===== config.mk =====
export PLATFORM = sky130hd
export DESIGN_NAME = hub75_fb_arbiter
export DESIGN_NICKNAME = d
export VERILOG_FILES = /design/src/rtl/hub75_fb_arbiter.sv
export SDC_FILE = /design/constraint.sdc
export NUM_CORES = 1
export LEC_CHECK = 0
export CORE_ASPECT_RATIO = 0.8
export CORE_UTILIZATION = 36
export CTS_CLUSTER_DIAMETER = 150
export CTS_CLUSTER_SIZE = 28
export DETAILED_ROUTE_END_ITERATION = 8
export PLACE_DENSITY = 0.85
export RECOVER_POWER = 25
export SLEW_MARGIN = 20
export SYNTH_ARGS = -nofsm -noshare
export SYNTH_HDL_FRONTEND = slang
export SYNTH_SLANG_ARGS = --single-unit

===== constraint.sdc =====
create_clock -name sys_clk_i -period 2.3 [get_ports sys_clk_i]
set_input_delay 0.345 -clock sys_clk_i [delete_from_list [all_inputs] [get_ports sys_clk_i]]
set_output_delay 0.345 -clock sys_clk_i [all_outputs]
set_load 0.05 [all_outputs]

===== src/rtl/hub75_fb_arbiter.sv =====
`default_nettype none
// ============================================================================
// Module   : hub75_fb_arbiter
// Brief    : Shares one single-port framebuffer RAM between HUB75 display
//            reads (priority) and host pixel writes. A starvation counter
//            guarantees write progress. Double-buffer swaps are applied only
//            on the frame boundary.
// Revision : 1.0 - initial release
// ============================================================================
module hub75_fb_arbiter #(
  parameter int ADDR_W     = 13,
  parameter int DATA_W     = 24,
  parameter int STARVE_MAX = 8
) (
  input  logic              sys_clk_i,
  input  logic              rst_n_i,
  input  logic              rd_req_i,
  input  logic [ADDR_W-1:0] rd_addr_i,
  output logic              rd_gnt_o,
  output logic              rd_valid_o,
  output logic [DATA_W-1:0] rd_data_o,
  input  logic              wr_valid_i,
  input  logic [ADDR_W-1:0] wr_addr_i,
  input  logic [DATA_W-1:0] wr_data_i,
  output logic              wr_ready_o,
  input  logic              swap_req_i,
  input  logic              frame_end_i,
  output logic              swap_pending_o,
  output logic              disp_buf_o,
  output logic [ADDR_W:0]   mem_addr_o,
  output logic [DATA_W-1:0] mem_wdata_o,
  output logic              mem_we_o,
  output logic              mem_re_o,
  input  logic [DATA_W-1:0] mem_rdata_i
);

  // A zero limit still needs a one-bit counter so the compare stays legal.
  localparam int              CNT_W   = (STARVE_MAX > 0) ? $clog2(STARVE_MAX + 1) : 1;
  localparam logic [CNT_W-1:0] CNT_MAX = CNT_W'(STARVE_MAX);

  typedef enum logic [0:0] {
    ST_RUN     = 1'b0,
    ST_PENDING = 1'b1
  } state_t;

  state_t             state_q, state_d;
  logic               disp_buf_q, disp_buf_d;
  logic [CNT_W-1:0]   starve_q, starve_d;
  logic               mem_re_q, mem_we_q;
  logic [ADDR_W:0]    mem_addr_q;
  logic [DATA_W-1:0]  mem_wdata_q;
  logic               rd_valid_q;

  logic               swap_pending;
  logic               force_wr;
  logic               wr_acc;

  assign swap_pending = (state_q == ST_PENDING);
  assign force_wr     = wr_valid_i && !swap_pending && (starve_q == CNT_MAX);
  assign rd_gnt_o     = rd_req_i && !force_wr;
  assign wr_ready_o   = !swap_pending && (!rd_req_i || force_wr);
  assign wr_acc       = wr_valid_i && wr_ready_o;

  // Swap FSM: request parks in PENDING until the frame boundary toggles the buffer.
  always_comb begin
    state_d    = state_q;
    disp_buf_d = disp_buf_q;
    case (state_q)
      ST_RUN: begin
        if (swap_req_i) state_d = ST_PENDING;
      end
      ST_PENDING: begin
        if (frame_end_i) begin
          state_d    = ST_RUN;
          disp_buf_d = ~disp_buf_q;
        end
      end
      default: state_d = ST_RUN;
    endcase
  end

  // Starvation counter: counts cycles a write is blocked by reads, frozen during a swap.
  always_comb begin
    starve_d = starve_q;
    if (!swap_pending) begin
      if (!wr_valid_i || wr_acc) begin
        starve_d = '0;
      end else if (starve_q != CNT_MAX) begin
        starve_d = starve_q + CNT_W'(1);
      end
    end
  end

  // Swap state, buffer select and starvation count registers.
  always_ff @(posedge sys_clk_i or negedge rst_n_i) begin
    if (!rst_n_i) begin
      state_q    <= ST_RUN;
      disp_buf_q <= 1'b0;
      starve_q   <= '0;
    end else begin
      state_q    <= state_d;
      disp_buf_q <= disp_buf_d;
      starve_q   <= starve_d;
    end
  end

  // Register the grant into the RAM command; buffer select is taken in the grant cycle.
  always_ff @(posedge sys_clk_i or negedge rst_n_i) begin
    if (!rst_n_i) begin
      mem_re_q    <= 1'b0;
      mem_we_q    <= 1'b0;
      mem_addr_q  <= '0;
      mem_wdata_q <= '0;
      rd_valid_q  <= 1'b0;
    end else begin
      mem_re_q   <= rd_gnt_o;
      mem_we_q   <= wr_acc;
      rd_valid_q <= mem_re_q;
      if (rd_gnt_o) begin
        mem_addr_q <= {disp_buf_q, rd_addr_i};
      end else if (wr_acc) begin
        mem_addr_q  <= {~disp_buf_q, wr_addr_i};
        mem_wdata_q <= wr_data_i;
      end
    end
  end

  // The RAM output is already registered; it is presented in the cycle after mem_re
  // and masked to zero otherwise so rd_data reads zero out of reset.
  assign rd_data_o      = rd_valid_q ? mem_rdata_i : '0;
  assign rd_valid_o     = rd_valid_q;
  assign swap_pending_o = swap_pending;
  assign disp_buf_o     = disp_buf_q;
  assign mem_addr_o     = mem_addr_q;
  assign mem_wdata_o    = mem_wdata_q;
  assign mem_we_o       = mem_we_q;
  assign mem_re_o       = mem_re_q;

endmodule
`default_nettype wire


; Yosys cells after proc, flatten, opt, wreduce, memory -nomap -nowiden
; Index checks and enable logic that the tools add are counted.
[op_classes]
n_eq_ne = 2
add_sub_neg = 1
order_cmp = 0
bitwise_logic = 3
shifts = 0
n_div = 0
mux = 8
mul = 0
n_reduce_logical = 16
[op_table]
columns = op, count
row1 = 2-to-1 mux 14 bit, 2
row2 = 2-to-1 mux 24 bit, 1
row3 = 2-to-1 mux 4 bit, 2
row4 = AND reduction 2 bit, 3
row5 = logical AND 1 bit, 5
row6 = "adder 4 x 1 -> 4 bit, second input constant", 1
row7 = "equality test 4 bit, second input constant", 1
row8 = zero test 1 bit, 4
row9 = "!= test 4 bit, second input constant", 1
row10 = nonzero test 2 bit, 2
row11 = inverter 1 bit, 3
row12 = logical OR 1 bit, 2
row13 = 2-to-1 mux 1 bit, 2
row14 = case mux 1 bit (2 select lines), 1
[totals]
out_inout_bits = 69
regBits = 47
ramBits = 0
in_bits = 80
rom_bits = 0
latchBits = 0
memories = 0

; Logic depth before layout (Yosys ltp)
[logic_depth]
depth_word = 9
ltp_mapped = 6

; Worst setup path after synthesis
; Ideal clock, no wire load.
[synth_timing]
kind = register -> output
from = register state_q (netlist: swap_pending_o)
to = output wr_ready_o
required_time_ns = 1.955
path_buffers = 1
setup_slack_ns = -0.165
arrival_ns = 2.120
path_stages_with_launch = 6
path_cell_list = dfrtp_1 nand2b_4 buf_6 o21ai_4 inv_1 nor2_1
[synth_via]
elab_chain_cells = 5
[synth_lines]
columns = item, line_no
row1 = start: declaration, 46  ; state_t state_q, state_d;
row2 = start signal: assignment, 101  ; state_q <= state_d;
row3 = zero test 1 bit *, --
row4 = logical AND 1 bit (2 in a row), 59  ; assign force_wr = wr_valid_i && !swap_pending && (starve_q == CNT_MAX);
row5 = logical OR 1 bit, 61  ; assign wr_ready_o = !swap_pending && (!rd_req_i || force_wr);
row6 = logical AND 1 bit *, 61
row7 = end: declaration, 25  ; output logic wr_ready_o,
; Mark *: on every way between the ends. The rest lies on a longest branch, timed or not.

; Worst setup path in the final report
[layout_timing]
from = register state_q (netlist: swap_pending_o)
to = output swap_pending_o
[layout_rtl]
columns = item, line_no
row1 = end: declaration, 28  ; output logic swap_pending_o,
; No word-level cell between the ends.

==> results.md <==
* Top cells by area, synth: dfrtp_1 (52%), mux2_2 (17%), mux2_4 (11%), and2_1 (6.6%), buf_6 (2.5%)
* Clock Path Buffers at 2
* Top_reg_cell synth: dfrtp_1
* Critical Path Start Type: flop
* CP max stage cell: clkdlybuf4s50_1
* Cells after Synth at between 150 and 200
* Syn-to-layout area delta at 71.26%
* CTS Hold Bufs at 0
* Number of I/O pins at between 100 and 150
* Die width at ~91 um
* Site row count at 25
* Slew @ Worst Pin at ~1.5 ns
* Synthesized flop and latch total at 47
* # DRC at 0
* Clk sinks at 47
* Count leader, synth: dfrtp_1
* Area of the multi-input gates at about 0.0010 mm^2
* Post-route clock period utilization at between 90% and 100%
* CP bufs+invs at 1
* Grt total ovfl at 0
* Worst-Skew Late Latency at roughly 0.3 ns
* Worst VDD drop at 0.0004445 V
* Max Cap Viol at 1
* Placer Congestion at 0.7106
* TritonRoute pass-1 iters at 4
* Routed wire length at between 5 and 6 mm
* Final setup skew at roughly 0.014 ns
* Run status: finished, violations left
* Share of layout cells above drive strength 1 at between 20% and 30%
* Global-route wire length before repair at about 8.9 mm
* Seq. cell area at approximately 0.0012 mm^2
* Top Family by Delay on Critical Path: buffers and inverters
* Resize count post-CTS at 0
* Post-DP HPWL at roughly 4.4 mm
* Clk pin slew, worst setup/hold paths at around 0.090 ns
* Clock tree root buffer cell: clkbuf_8
* Htree depth at 2
* Setup TNS at 0 ns
* P per Cell Area at slightly above 800 mW/mm^2
* Max Clk Rate at 470.1 MHz
* WL/cell at approximately 14 um
* Crit path time final at between 2 and 2.5 ns
* Final Cell Area at ~0.0039 mm^2
* Mapped Nets at about 250
* Distinct cells, synth at 23
* Worst Setup End Kind: output port
* Nets@finish at about 400
* Vias in the first global route at 1851
* Failing checks: capacitance limit, slew limit
* N_diodes at 0
* Arr. time, crit path at roughly 1.8 ns
* Vias at between 1500 and 2000
* Final worst slack at 0.1726 ns
* CP max stage delay at ~0.89 ns
* Final hold vios at 0
* Initial antenna violation count at 0
* Number of routed nets with antenna violations at 0
* Worst-path cell chain: clkdlybuf4s50_1
* Port bufs at about 150
* Dpl ws at between 0.3 and 0.4 ns
* Synthesized area per cell at 13.83 um^2
* Placed cells at between 300 and 400
* Hold crit path type: in -> async
* Starting DRT DRC Count at 24
* Postcts setup bufs at 0
* Gr usage total at 17.28%
* Crit Path Class: reg -> out
* Cell accounting for the most synthesized area: dfrtp_1
* RSZ-0062 raised after global routing: false
* Total CTS buffers at 5
* Crit-path max FO at 14
* Critical Path RT at around 2 ns
* Initial Util at between 30% and 40%
* Via-to-Cell Ratio at approximately 4.5
* YS warnings at 0
* Cell area after synthesis at approximately 0.0023 mm^2
* Largest net degree at the start of global routing at 27
* Area after DPL at 0.003786 mm^2
* Die height at around 73 um
* Lkg Pwr at between 1.5 and 2 nW
* Async set-reset flop share out of synthesis at 100.0%
* Max-slew violations at 26
* EDFF count, synth at 0
* Post-Layout Cell Count at 398
* Seq/Total Area, Yosys at 51.85%
* Fillers at between 400 and 500
* Core area at 0.006006 mm^2
* Top cell type's share of synthesized area at between 50% and 60%
* Endpoints failing setup at 0
* Slew Limit Headroom at -0.4096%
* CTS tree: built
* Die Area at ~0.0066 mm^2
* Commonest cells in the netlist: dfrtp_1 (47), mux2_2 (34), and2_1 (24), mux2_4 (16), inv_1 (6)
-- routing by layer --
metal | vias to the layer above | part of all wire, % | track usage [%]
met4 | 0 | 0.60 | 4.301
met3 | 5 | 7.8 | 5.313
met2 | 73 | 52 | 31.57
met1 | 847 | 40 | 19.96
met5 | - | 0 | 0
li1 | 865 | - | -
-- final cells by class --
class	count	share of cell area (%)
clock inverter	2	0.9662
tap	81	2.609
timing repair buffer	154	37.94
inverter	6	0.5797
sequential	47	30.27
clock buffer	5	1.771
multi-input combinational	103	25.86
-- state kept, by name, indices dropped and copies added, names as in the netlist --
signal	flops
mem_addr_o	14
mem_wdata_o	24
mem_we_o	1
disp_buf_o	1
rd_valid_o	1
swap_pending_o	1
starve_q	4
mem_re_o	1
-- cell usage in the layout (no fill, tap or decap) --
master           Yosys  routed
nor3_1               1       1
nand2b_1             1       1
clkbuf_8             0       5
clkbuf_2             0       1
mux2i_1              4       4
clkinvlp_4           0       1
o211ai_1             1       1
or2_2                1       1
o21ai_0              4       4
clkbuf_1             3       2
nand3_1              1       1
clkdlybuf4s50_1      0     121
nand3b_4             1       1
a221oi_1             1       1
bufinv_16            0       1
buf_4                0      28
ha_1                 2       2
o21ai_4              1       1
nor2_1               3       2
nor2_2               0       1
nand2_1              5       5
a21oi_4              1       1
inv_1                6       6
mux2_2              34      34
nand2b_4             1       1
and2_1              24      24
mux2_4              16      16
buf_12               0       2
xnor2_1              1       1
dfrtp_1             47      47
-- cell families after synthesis --
kind of cell             share of synthesized area, %
AND/OR/NAND/NOR                                 10.42
multiplexers                                    29.23
AO/OA/AOI/OAI                                   3.034
XOR/XNOR                                       0.3862
buffers and inverters                           3.971
adder cells (fa/ha/maj)                         1.103
flip-flops                                      51.85
-- where the power goes --
group | switching, mW | total (mW) | leakage (nW) | internal, mW
sequential | 0.0931 | 1.08 | 0.561 | 0.983
combinational | 0.868 | 1.48 | 1.09 | 0.610
clock | 0.273 | 0.591 | 0.0502 | 0.318
total | 1.23 | 3.14 | 1.70 | 1.91
-- path summary, 6_finish.rpt --
path,cells after the start,to,slack (ns),start
setup / recovery,1,swap_pending_o,0.17,swap_pending_o
hold / removal,1,mem_wdata_o[20],0.40,rst_n_i
setup reg to reg,4,mem_addr_o[1],0.41,swap_pending_o
hold reg to reg,0,rd_valid_o,0.41,mem_re_o
max in group asynchronous,2,mem_wdata_o[4],0.72,rst_n_i
min in group sys_clk_i,0,rd_valid_o,0.41,mem_re_o
-- through the flow --
| stage | power, mW | hold slack (ns) | util [%] |
|---|---|---|---|
| after global placement | 2.558 | 0.3935 | 63.04 |
| after detailed placement | 2.582 | 0.3957 | 63.04 |
| final | 3.145 | 0.4017 | 64.69 |
| after global routing | 3.278 | 0.4232 | 64.69 |
| after CTS | 3.179 | 0.07114 | 64.81 |
| after floorplan | 2.010 | 0.04941 | - |
(Power assumes the default switching activity.)
